## config.mk

```make
export PLATFORM = sky130hd
export DESIGN_NAME = alu_arbiter
export DESIGN_NICKNAME = d
export VERILOG_FILES = /design/src/rtl/alu_arbiter.sv
export SDC_FILE = /design/constraint.sdc
export NUM_CORES = 1
export LEC_CHECK = 0
export CAP_MARGIN = 10
export CORE_MARGIN = 2
export CORE_UTILIZATION = 40
export CTS_BUF_LIST = sky130_fd_sc_hd__clkbuf_4 sky130_fd_sc_hd__clkbuf_8
export DETAILED_ROUTE_END_ITERATION = 8
export PLACE_DENSITY = 0.89
export SLEW_MARGIN = 20
export SYNTH_ARGS = -nofsm -noshare
export SYNTH_HDL_FRONTEND = slang
export SYNTH_SLANG_ARGS = --single-unit
```

## constraint.sdc

```tcl
create_clock -name clk -period 4 [get_ports clk]
set_input_delay 0.8 -clock clk [delete_from_list [all_inputs] [get_ports clk]]
set_output_delay 0.8 -clock clk [all_outputs]
set_load 0.05 [all_outputs]
```

## src/rtl/alu_arbiter.sv

```systemverilog
// alu_arbiter: shares one combinational ALU between two requesters with
// round-robin grant, registers results back per port and owns the Z/V/N
// flag register (updated from port-0 operations only).

// Per-port response register: pulses valid for the cycle after a grant
// and keeps the last result until that port is granted again.
module alu_arbiter_rsp (
  input  logic        clk,
  input  logic        rst,
  input  logic        grant,
  input  logic [15:0] alu_out,
  output logic        rsp_valid,
  output logic [15:0] rsp_data
);
  logic        valid_d, valid_q;
  logic [15:0] data_d, data_q;

  // capture the ALU result only when this port won the cycle
  always_comb begin
    valid_d = grant;
    data_d  = data_q;
    if (grant) data_d = alu_out;
  end

  // response state, cleared by reset
  always_ff @(posedge clk) begin
    if (rst) begin
      valid_q <= 1'b0;
      data_q  <= 16'h0000;
    end else begin
      valid_q <= valid_d;
      data_q  <= data_d;
    end
  end

  assign rsp_valid = valid_q;
  assign rsp_data  = data_q;
endmodule

module alu_arbiter (
  input  logic        clk,
  input  logic        rst,
  input  logic        hold,
  input  logic        req0_valid,
  input  logic [3:0]  req0_opcode,
  input  logic [15:0] req0_in1,
  input  logic [15:0] req0_in2,
  output logic        req0_ready,
  input  logic        req1_valid,
  input  logic [3:0]  req1_opcode,
  input  logic [15:0] req1_in1,
  input  logic [15:0] req1_in2,
  output logic        req1_ready,
  output logic        rsp0_valid,
  output logic [15:0] rsp0_data,
  output logic        rsp1_valid,
  output logic [15:0] rsp1_data,
  output logic [3:0]  alu_opcode,
  output logic [15:0] alu_in1,
  output logic [15:0] alu_in2,
  input  logic [15:0] alu_out,
  input  logic        z_set,
  input  logic        v_set,
  input  logic        n_set,
  output logic [2:0]  flags,
  output logic        err_pulse
);
  localparam int NP = 2;
  localparam int DW = 16;
  localparam int OW = 4;

  logic [NP-1:0]         req_valid;
  logic [NP-1:0][OW-1:0] req_op;
  logic [NP-1:0][DW-1:0] req_a, req_b;
  logic [NP-1:0]         grant;
  logic [NP-1:0]         rsp_valid;
  logic [NP-1:0][DW-1:0] rsp_data;
  logic                  sel;

  // last_grant holds the index of the port that won the most recent transfer
  logic       last_grant_d, last_grant_q;
  logic [2:0] flags_d, flags_q;   // {Z,V,N}
  logic       err_d, err_q;

  assign req_valid = {req1_valid, req0_valid};
  assign req_op    = {req1_opcode, req0_opcode};
  assign req_a     = {req1_in1, req0_in1};
  assign req_b     = {req1_in2, req0_in2};

  // round-robin grant; reset and hold suppress every grant
  always_comb begin
    grant = '0;
    if (!rst && !hold) begin
      case (req_valid)
        2'b01:   grant = 2'b01;
        2'b10:   grant = 2'b10;
        2'b11:   grant = last_grant_q ? 2'b01 : 2'b10;
        default: grant = '0;
      endcase
    end
  end

  assign sel        = grant[1];
  assign req0_ready = grant[0];
  assign req1_ready = grant[1];

  // ALU operand mux: winner passes through, idle drives zeros
  always_comb begin
    alu_opcode = '0;
    alu_in1    = '0;
    alu_in2    = '0;
    if (|grant) begin
      alu_opcode = req_op[sel];
      alu_in1    = req_a[sel];
      alu_in2    = req_b[sel];
    end
  end

  // next-state for arbitration pointer, flags and error pulse
  always_comb begin
    last_grant_d = last_grant_q;
    flags_d      = flags_q;
    err_d        = 1'b0;
    if (|grant) begin
      last_grant_d = sel;
      err_d        = (alu_opcode[3:2] == 2'b11);
    end
    if (grant[0]) begin
      case (req0_opcode)
        4'h0, 4'h1:             flags_d = {z_set, v_set, n_set};
        4'h2, 4'h4, 4'h5, 4'h6: flags_d[2] = z_set;
        default:                flags_d = flags_q;
      endcase
    end
  end

  // arbitration pointer, flags and error pulse registers
  always_ff @(posedge clk) begin
    if (rst) begin
      last_grant_q <= 1'b1;
      flags_q      <= 3'b000;
      err_q        <= 1'b0;
    end else begin
      last_grant_q <= last_grant_d;
      flags_q      <= flags_d;
      err_q        <= err_d;
    end
  end

  for (genvar p = 0; p < NP; p++) begin : g_rsp
    alu_arbiter_rsp u_rsp (
      .clk       (clk),
      .rst       (rst),
      .grant     (grant[p]),
      .alu_out   (alu_out),
      .rsp_valid (rsp_valid[p]),
      .rsp_data  (rsp_data[p])
    );
  end

  assign rsp0_valid = rsp_valid[0];
  assign rsp0_data  = rsp_data[0];
  assign rsp1_valid = rsp_valid[1];
  assign rsp1_data  = rsp_data[1];
  assign flags      = flags_q;
  assign err_pulse  = err_q;
endmodule

```

==> results of run 1 <==
cells in the final DEF, fill, tap and decap left out, drive strengths merged:
| cell | count |
|---|---|
| clkdlybuf4s50 | 132 |
| nand3 | 53 |
| buf | 47 |
| dfxtp | 39 |
| inv | 38 |
| o31ai | 36 |
| nor2b | 19 |
| mux2 | 19 |
| nand2b | 18 |
| o21ai | 17 |
| clkbuf | 5 |
| nand4 | 3 |
| bufinv | 2 |
| nor2 | 2 |
| a211oi | 2 |
| and2 | 2 |
| nor4 | 1 |
| a211o | 1 |
| o41ai | 1 |
| clkinvlp | 1 |
per-stage QoR:
stage | std cells | hold WS [ns] | worst slack [ns] | utilization
final | 515 | 0.482 | 0.445 | 0.681
after detailed placement | 507 | 0.471 | 0.469 | 0.659
after global routing | 515 | 0.494 | 0.326 | 0.681
after CTS | 515 | 0.485 | 0.461 | 0.681
after floorplan | 277 | 0.510 | 0.677 | -
after global placement | 507 | 0.461 | 0.496 | 0.659
worst min-delay path: stages (launching register included):
cell	delay, ns
sky130_fd_sc_hd__dfxtp_1	0.32
sky130_fd_sc_hd__nand2b_1	0.08
sky130_fd_sc_hd__o21ai_2	0.05
kinds of logic (layout without fill, tap and decap cells):
kind of cell    count (synthesis)  count (layout)  share of synthesized area
simple gates                   98              98                      0.218
buf+inv                        64             225                      0.150
mux                            19              19                     0.0833
flops                          39              39                      0.304
compound gates                 57              57                      0.245
registers in the layout, indices dropped and copies added (netlist names):
name	count
last_grant_q	1
flags	3
err_pulse	1
g_rsp.u_rsp.rsp_valid	2
g_rsp.u_rsp.rsp_data	32
synthesized netlist by cell type, drive strengths merged, types with 2 or more instances:
cell          count
nand2b           18
nor2              2
nand4             3
buf              15
nor2b            19
mux2             19
o21ai            17
o31ai            36
a211oi            2
inv              38
and2              2
dfxtp            39
dlymetal6s2s      3
nand3            53
clkbuf            8
area by class of cell:
cell class / count / area, sq um
fill: 489 / 2000
clock buffer: 5 / 68.8
timing repair buffer: 179 / 1710
clock inverter: 3 / 67.6
sequential: 39 / 781
tap: 77 / 96.3
inverter: 38 / 143
multi-input combinational: 174 / 1410
per-layer routing:
| layer | vias to the layer above | GRT usage |
|---|---|---|
| met3 | 18 | 0.0435 |
| met1 | 1225 | 0.250 |
| met4 | 0 | 0.0792 |
| li1 | 1271 | - |
| met2 | 110 | 0.371 |
| met5 | - | 0 |
worst paths after layout:
path,start,end,slack (ns),cells past startpoint
setup / recovery,req0_valid,alu_in1[0],0.44,7
setup reg to reg,last_grant_q$_SDFFE_PP1P_,g_rsp[0].u_rsp.rsp_data[6]$_SDFFE_PP0P_,2.54,3
hold reg to reg,g_rsp[1].u_rsp.rsp_data[0]$_SDFFE_PP0N_,g_rsp[1].u_rsp.rsp_data[0]$_SDFFE_PP0N_,0.48,2
hold / removal,g_rsp[1].u_rsp.rsp_data[0]$_SDFFE_PP0N_,g_rsp[1].u_rsp.rsp_data[0]$_SDFFE_PP0N_,0.48,2
power groups by stage:
stage / sequential [mW] / clock [mW] / combinational, mW
6_report: 0.416 / 0.390 / 0.420
5_1_grt: 0.419 / 0.416 / 0.442
4_1_cts: 0.416 / 0.398 / 0.423
3_5_place_dp: 0.425 / 0 / 0.421
3_3_place_gp: 0.424 / 0 / 0.416
2_1_floorplan: 0.486 / 0 / 0.183
==> reports/qor.log, run 1 <==
INFO  route          detail_route.wl_per_cell=14.5um
INFO  pwr            p_sw_frac=0.319
INFO  worst_setup_path path_delay_family=buffers and inverters
INFO  worst_setup_path critical-path-max-stage-delay=0.49ns
INFO  synthesis      ys_seq_area_frac=0.304
INFO  worst_setup_path worst-path-buf-inv=4
INFO  place          buffer_ports.inserted=171
INFO  global_route   antenna_found_initial=0
INFO  worst_setup_path startpoint_type=primary input
INFO  route          firstDrtPassIters=4
INFO  cells_and_area antenna_cells_inserted=0
INFO  worst_setup_path worstPathCellList=clkdlybuf4s50_1 > buf_4 > a211oi_4 > buf_4 > nand3_1 > o31ai_2 > buf_4
INFO  pwr            power_per_cell_area=287nW/um^2
INFO  synthesis      synth_cell_types=28
INFO  synthesis      synthesis.area=2570squm
INFO  global_route   grtUsageTotal=0.210
INFO  timing         finalSetupViolations=0
INFO  timing         grt_setup_unrepaired=no
INFO  min_path       min_path_type=register to register
INFO  clock_tree     ctsHoldBuffers=0
INFO  pwr            seq_power_share=0.339
INFO  clock_tree     cts-root-buf=sky130_fd_sc_hd__clkbuf_8
INFO  synthesis      netlist.area_leader.share=0.304
INFO  clock_tree     numCtsBuffers=5
INFO  timing         max_freq=0.281GHz
INFO  route          top_metal_used=met4
INFO  timing         tightestPinTransition=0.870ns
INFO  route          wire_length_on_met3=461um
INFO  floorplanning  x_dimension_of_the_die=84.1um
INFO  pwr            intPower=0.835mW
INFO  worst_setup_path worstPathArrival=2.76ns
INFO  clock_tree     post_cts.resized_instances=0
INFO  timing         max-slew-margin-rel=0.418
INFO  timing         tns=0ns
INFO  clock_tree     htree_num_levels=2
INFO  floorplanning  rows=29
INFO  clock_tree     ctsLongestPathBuffers=2
INFO  synthesis      yosysTopAreaCell=sky130_fd_sc_hd__dfxtp_1
INFO  pwr            power_switching=0.390mW
INFO  worst_setup_path critPathRequiredTime=3.20ns
INFO  global_route   grt_pass1_vias=2,726
INFO  route          detail_route.drc_violations=0
INFO  synthesis      synth_seq_cells=39
INFO  worst_setup_path crit_slowest_cell=sky130_fd_sc_hd__buf_4
INFO  synthesis      synth_edf_count=0
INFO  route          routed_wirelength=7.46mm
INFO  floorplanning  die-area=7080squm
INFO  route          dr_total_vias=2,624
INFO  synthesis      synthesis.yosys.warnings=0
INFO  synthesis      asyncSetResetFlopFracSynth=0
INFO  pwr            peakVddDrop=0.344mV
INFO  cells_and_area area_growth_syn_to_layout=66.5%
INFO  global_route   grt_max_degree=55
INFO  clock_tree     clk-insertion-delay-late=0.29ns
INFO  synthesis      postSynthAreaPerCell=9.27squm
INFO  worst_setup_path path_max_fanout=54
INFO  worst_setup_path timing.critical_path.to_type=output pin
INFO  job            max_cap_violations=0
INFO  route          drt_first_iter_violations=85
INFO  floorplanning  pin_count=172
INFO  route          routed_via_density=5.10
INFO  floorplanning  initial_core_util=0.409
INFO  synthesis      synth_fp_nets=373
INFO  clock_tree     path_clk_slew=0.08ns
INFO  pwr            share_comb_of_total_power=0.343
INFO  worst_setup_path critical_path_class=primary input to output pin
INFO  synthesis      ys_dominant_reg_cell=sky130_fd_sc_hd__dfxtp_1
INFO  clock_tree     clock_sinks=39
INFO  outcome        outcome=finished clean
INFO  clock_tree     post_cts.repair.setup_buffers=0
INFO  floorplanning  die_y=84.1um
INFO  place          finalWeightedCongestion=0.737
INFO  route          drt-met1-wl=3.10mm
INFO  timing         period_minus_slack=3.56ns
INFO  timing         clock-skew-final=0.00354ns
INFO  route          met2RoutedLength=3.72mm
INFO  cells_and_area final_nets=533
INFO  timing         min_period_over_period=0.889
INFO  cells_and_area final_area=4280squm
INFO  timing         final-max-slew-violation-count=0
INFO  global_route   wire_length_of_the_first_global_routing_pass=12.5mm
INFO  synthesis      ys_top_cells_by_area=sky130_fd_sc_hd__dfxtp_1, sky130_fd_sc_hd__o31ai_2, sky130_fd_sc_hd__nand3_1
INFO  route          drtAntennaViolNets=0
INFO  synthesis      number_of_standard_cells_after_synthesis=277
INFO  pwr            power.clock.fraction=0.318
INFO  global_route   grt_overflow=0
INFO  pwr            finalPower=1.23mW
INFO  timing         hold_violations=0
INFO  cells_and_area final_layout_size_suffix_gt1_frac=0.260
INFO  clock_tree     clock_tree_from_tritoncts=done
INFO  place          area_after_detailed_placement=4140squm
INFO  place          dpl.hpwl=5.61mm
INFO  pwr            leakage=1.80nW
INFO  floorplanning  area_of_the_placeable_core=6280squm
INFO  worst_setup_path cell_with_the_most_instances_on_the_worst_path=sky130_fd_sc_hd__buf_4
Note: power is estimated with default switching activity, not from simulation.
==> run 2: changes to the inputs <==
--- a/config.mk
+++ b/config.mk
@@ -8,2 +8,3 @@
 export CAP_MARGIN = 10
+export CORE_ASPECT_RATIO = 1.5
 export CORE_MARGIN = 2
--- a/constraint.sdc
+++ b/constraint.sdc
@@ -3,2 +3,2 @@
 set_output_delay 0.8 -clock clk [all_outputs]
-set_load 0.05 [all_outputs]
+set_load 0.005 [all_outputs]
==> reports/qor.log, run 2 (synthesis gave the netlist of run 1 again) <==
INFO  clock_tree     cts-root-buf=sky130_fd_sc_hd__clkbuf_8 [unchanged]
INFO  cells_and_area mostFrequentLayoutCells=sky130_fd_sc_hd__clkdlybuf4s50_1, sky130_fd_sc_hd__nand3_1, sky130_fd_sc_hd__dfxtp_1 [was sky130_fd_sc_hd__clkdlybuf4s50_1, sky130_fd_sc_hd__nand3_1, sky130_fd_sc_hd__buf_4]
INFO  timing         hold_violations=0 [unchanged]
INFO  place          dpl_worst_slack=0.397ns [was 0.469 ns]
INFO  route          detail_route.drc_violations=0 [unchanged]
INFO  timing         clock-skew-final=0.00196ns [was 0.00354 ns]
INFO  clock_tree     htree_num_levels=2 [unchanged]
INFO  floorplanning  rows=35 [was 29]
INFO  worst_setup_path worst-path-buf-inv=3 [was 4]
INFO  cells_and_area final_common_cell=sky130_fd_sc_hd__clkdlybuf4s50_1 [unchanged]
INFO  worst_setup_path startpoint_type=primary input [unchanged]
INFO  route          detail_route.wl_per_cell=15.2um [was 14.5 um]
INFO  outcome        outcome=finished clean [unchanged]
INFO  worst_setup_path critical_path_class=primary input to output pin [unchanged]
INFO  clock_tree     clock_sinks=39 [unchanged]
INFO  timing         grt_setup_unrepaired=no [unchanged]
INFO  worst_setup_path timing.critical_path.to_type=output pin [unchanged]
INFO  timing         max-slew-margin-rel=0.726 [was 0.418]
INFO  worst_setup_path path_delay_family=buffers and inverters [unchanged]
INFO  worst_setup_path worstPathCellList=clkdlybuf4s50_1 > nor2_2 > o21ai_4 > buf_12 > o31ai_2 > clkdlybuf4s50_1 [was clkdlybuf4s50_1 > buf_4 > a211oi_4 > buf_4 > nand3_1 > o31ai_2 > buf_4]
INFO  global_route   grtUsageTotal=0.219 [was 0.210]
INFO  timing         final-max-slew-violation-count=0 [unchanged]
INFO  place          area_after_detailed_placement=4230squm [was 4140 sq um]
INFO  worst_setup_path crit_slowest_cell=sky130_fd_sc_hd__clkdlybuf4s50_1 [was sky130_fd_sc_hd__buf_4]
INFO  place          buffer_ports.inserted=171 [unchanged]
INFO  worst_setup_path critical-path-max-stage-delay=0.56ns [was 0.49 ns]
INFO  place          placed_cells=505 [was 507]
INFO  timing         tns=0ns [unchanged]
INFO  route          routed_via_density=5.06 [was 5.10]
INFO  route          drt-met1-wl=2.89mm [was 3.10 mm]
INFO  route          dr_total_vias=2,597 [was 2,624]
INFO  job            max_cap_violations=0 [unchanged]
INFO  cells_and_area final.fill_count=519 [was 489]
INFO  cells_and_area final_core_utilization=0.703 [was 0.681]
INFO  route          wire_length_on_met3=462um [was 461 um]
INFO  place          finalWeightedCongestion=0.753 [was 0.737]
INFO  min_path       min_path_type=register to register [unchanged]
INFO  timing         fin_worst_hold_slack=0.477ns [was 0.482 ns]
INFO  worst_setup_path cell_with_the_most_instances_on_the_worst_path=sky130_fd_sc_hd__clkdlybuf4s50_1 [was sky130_fd_sc_hd__buf_4]
INFO  cells_and_area antenna_cells_inserted=0 [unchanged]
INFO  clock_tree     numCtsBuffers=5 [unchanged]
INFO  global_route   grt_overflow=0 [unchanged]
INFO  route          top_metal_used=met4 [unchanged]
INFO  worst_setup_path path_max_fanout=29 [was 54]
INFO  clock_tree     clk-insertion-delay-late=0.28ns [was 0.29 ns]
INFO  floorplanning  area_of_the_placeable_core=6170squm [was 6280 sq um]
INFO  route          drtAntennaViolNets=0 [unchanged]
INFO  cells_and_area layoutNonFillerInstCount=513 [was 515]
INFO  worst_setup_path worstPathArrival=2.81ns [was 2.76 ns]
INFO  timing         finalSetupViolations=0 [unchanged]
INFO  route          firstDrtPassIters=4 [unchanged]
INFO  worst_setup_path critPathRequiredTime=3.20ns [about the same]
INFO  cells_and_area area_growth_syn_to_layout=69.2% [was 66.5%]
INFO  pwr            leakage=1.74nW [was 1.80 nW]
INFO  global_route   wire_length_of_the_first_global_routing_pass=12.7mm [was 12.5 mm]
INFO  timing         period_minus_slack=3.61ns [was 3.56 ns]
INFO  clock_tree     clock_tree_from_tritoncts=done [unchanged]
INFO  cells_and_area final_layout_size_suffix_gt1_frac=0.175 [was 0.260]
INFO  route          routed_wirelength=7.79mm [was 7.46 mm]
INFO  floorplanning  x_dimension_of_the_die=69.4um [was 84.1 um]
INFO  clock_tree     post_cts.resized_instances=0 [unchanged]
INFO  global_route   grt_pass1_vias=2,661 [was 2,726]
INFO  route          drt_first_iter_violations=64 [was 85]
INFO  pwr            peakVddDrop=0.127mV [was 0.344 mV]
INFO  floorplanning  die-area=7090squm [was 7080 sq um]
INFO  timing         min_period_over_period=0.902 [was 0.889]
INFO  cells_and_area final_nets=534 [was 533]
INFO  pwr            finalPower=1.05mW [was 1.23 mW]
INFO  clock_tree     ctsLongestPathBuffers=2 [unchanged]
INFO  global_route   grt_max_degree=44 [was 55]
INFO  floorplanning  die_y=102um [was 84.1 um]
INFO  pwr            power_per_cell_area=241nW/um^2 [was 287 nW/um^2]
INFO  floorplanning  pin_count=172 [unchanged]
INFO  clock_tree     path_clk_slew=0.07ns [was 0.08 ns]
INFO  worst_setup_path setup.reg_to_reg.worst_slack=2.54ns [about the same]
INFO  timing         tightestPinTransition=0.411ns [was 0.870 ns]
INFO  clock_tree     post_cts.repair.setup_buffers=0 [unchanged]
INFO  route          met2RoutedLength=4.34mm [was 3.72 mm]
INFO  timing         postLayoutSetupSlackWorst=0.393ns [was 0.445 ns]
INFO  cells_and_area final_area=4340squm [was 4280 sq um]
INFO  floorplanning  initial_core_util=0.416 [was 0.409]
INFO  clock_tree     ctsHoldBuffers=0 [unchanged]
INFO  place          dpl.hpwl=6.15mm [was 5.61 mm]
INFO  global_route   antenna_found_initial=0 [unchanged]
INFO  cells_and_area largest_register_ff_count=32 [unchanged]
INFO  timing         max_freq=0.277GHz [was 0.281 GHz]
run 2: cell types whose count changed in the layout (fill, tap and decap cells not counted):
cell and change:
sky130_fd_sc_hd__clkdlybuf4s50_1 +38, sky130_fd_sc_hd__buf_12 -1, sky130_fd_sc_hd__clkbuf_8 +1, sky130_fd_sc_hd__clkinv_2 +1, sky130_fd_sc_hd__clkinvlp_4 -1, sky130_fd_sc_hd__buf_4 -36
sky130_fd_sc_hd__bufinv_16 -1
run 2: final timing paths:
path,startpoint,to,depth (start not counted)
min reg2reg,g_rsp[1].u_rsp.rsp_data[2]$_SDFFE_PP0N_,g_rsp[1].u_rsp.rsp_data[2]$_SDFFE_PP0N_,2
max reg2reg,last_grant_q$_SDFFE_PP1P_,g_rsp[0].u_rsp.rsp_data[7]$_SDFFE_PP0P_,3
max,hold,alu_in2[4],6
min,g_rsp[1].u_rsp.rsp_data[2]$_SDFFE_PP0N_,g_rsp[1].u_rsp.rsp_data[2]$_SDFFE_PP0N_,2
run 2: per-layer routing:
metal / track usage / up-vias
li1: - / 1272
met1: 0.238 / 1208
met2: 0.430 / 111
met3: 0.0345 / 6
met4: 0.0754 / 0
met5: 0 / -
run 2: layout make-up:
cell class | instances | area, sq um | area share
Clock inverter | 2 | 35.0 | 0.00807
Sequential cell | 39 | 781 | 0.180
Timing Repair Buffer | 180 | 1800 | 0.414
Clock buffer | 6 | 82.6 | 0.0190
Inverter | 38 | 143 | 0.0328
Multi-Input combinational cell | 174 | 1410 | 0.325
Tap cell | 74 | 92.6 | 0.0213
run 2: where the power goes:
part	switching (mW)	internal, mW
combinational	0.110	0.187
clock	0.133	0.202
sequential	0.00937	0.407
run 2: tightest hold or removal path, stage by stage, from the launching register on:
cell,delay [ns]
sky130_fd_sc_hd__dfxtp_1,0.31
sky130_fd_sc_hd__nand2b_1,0.08
sky130_fd_sc_hd__o21ai_2,0.05
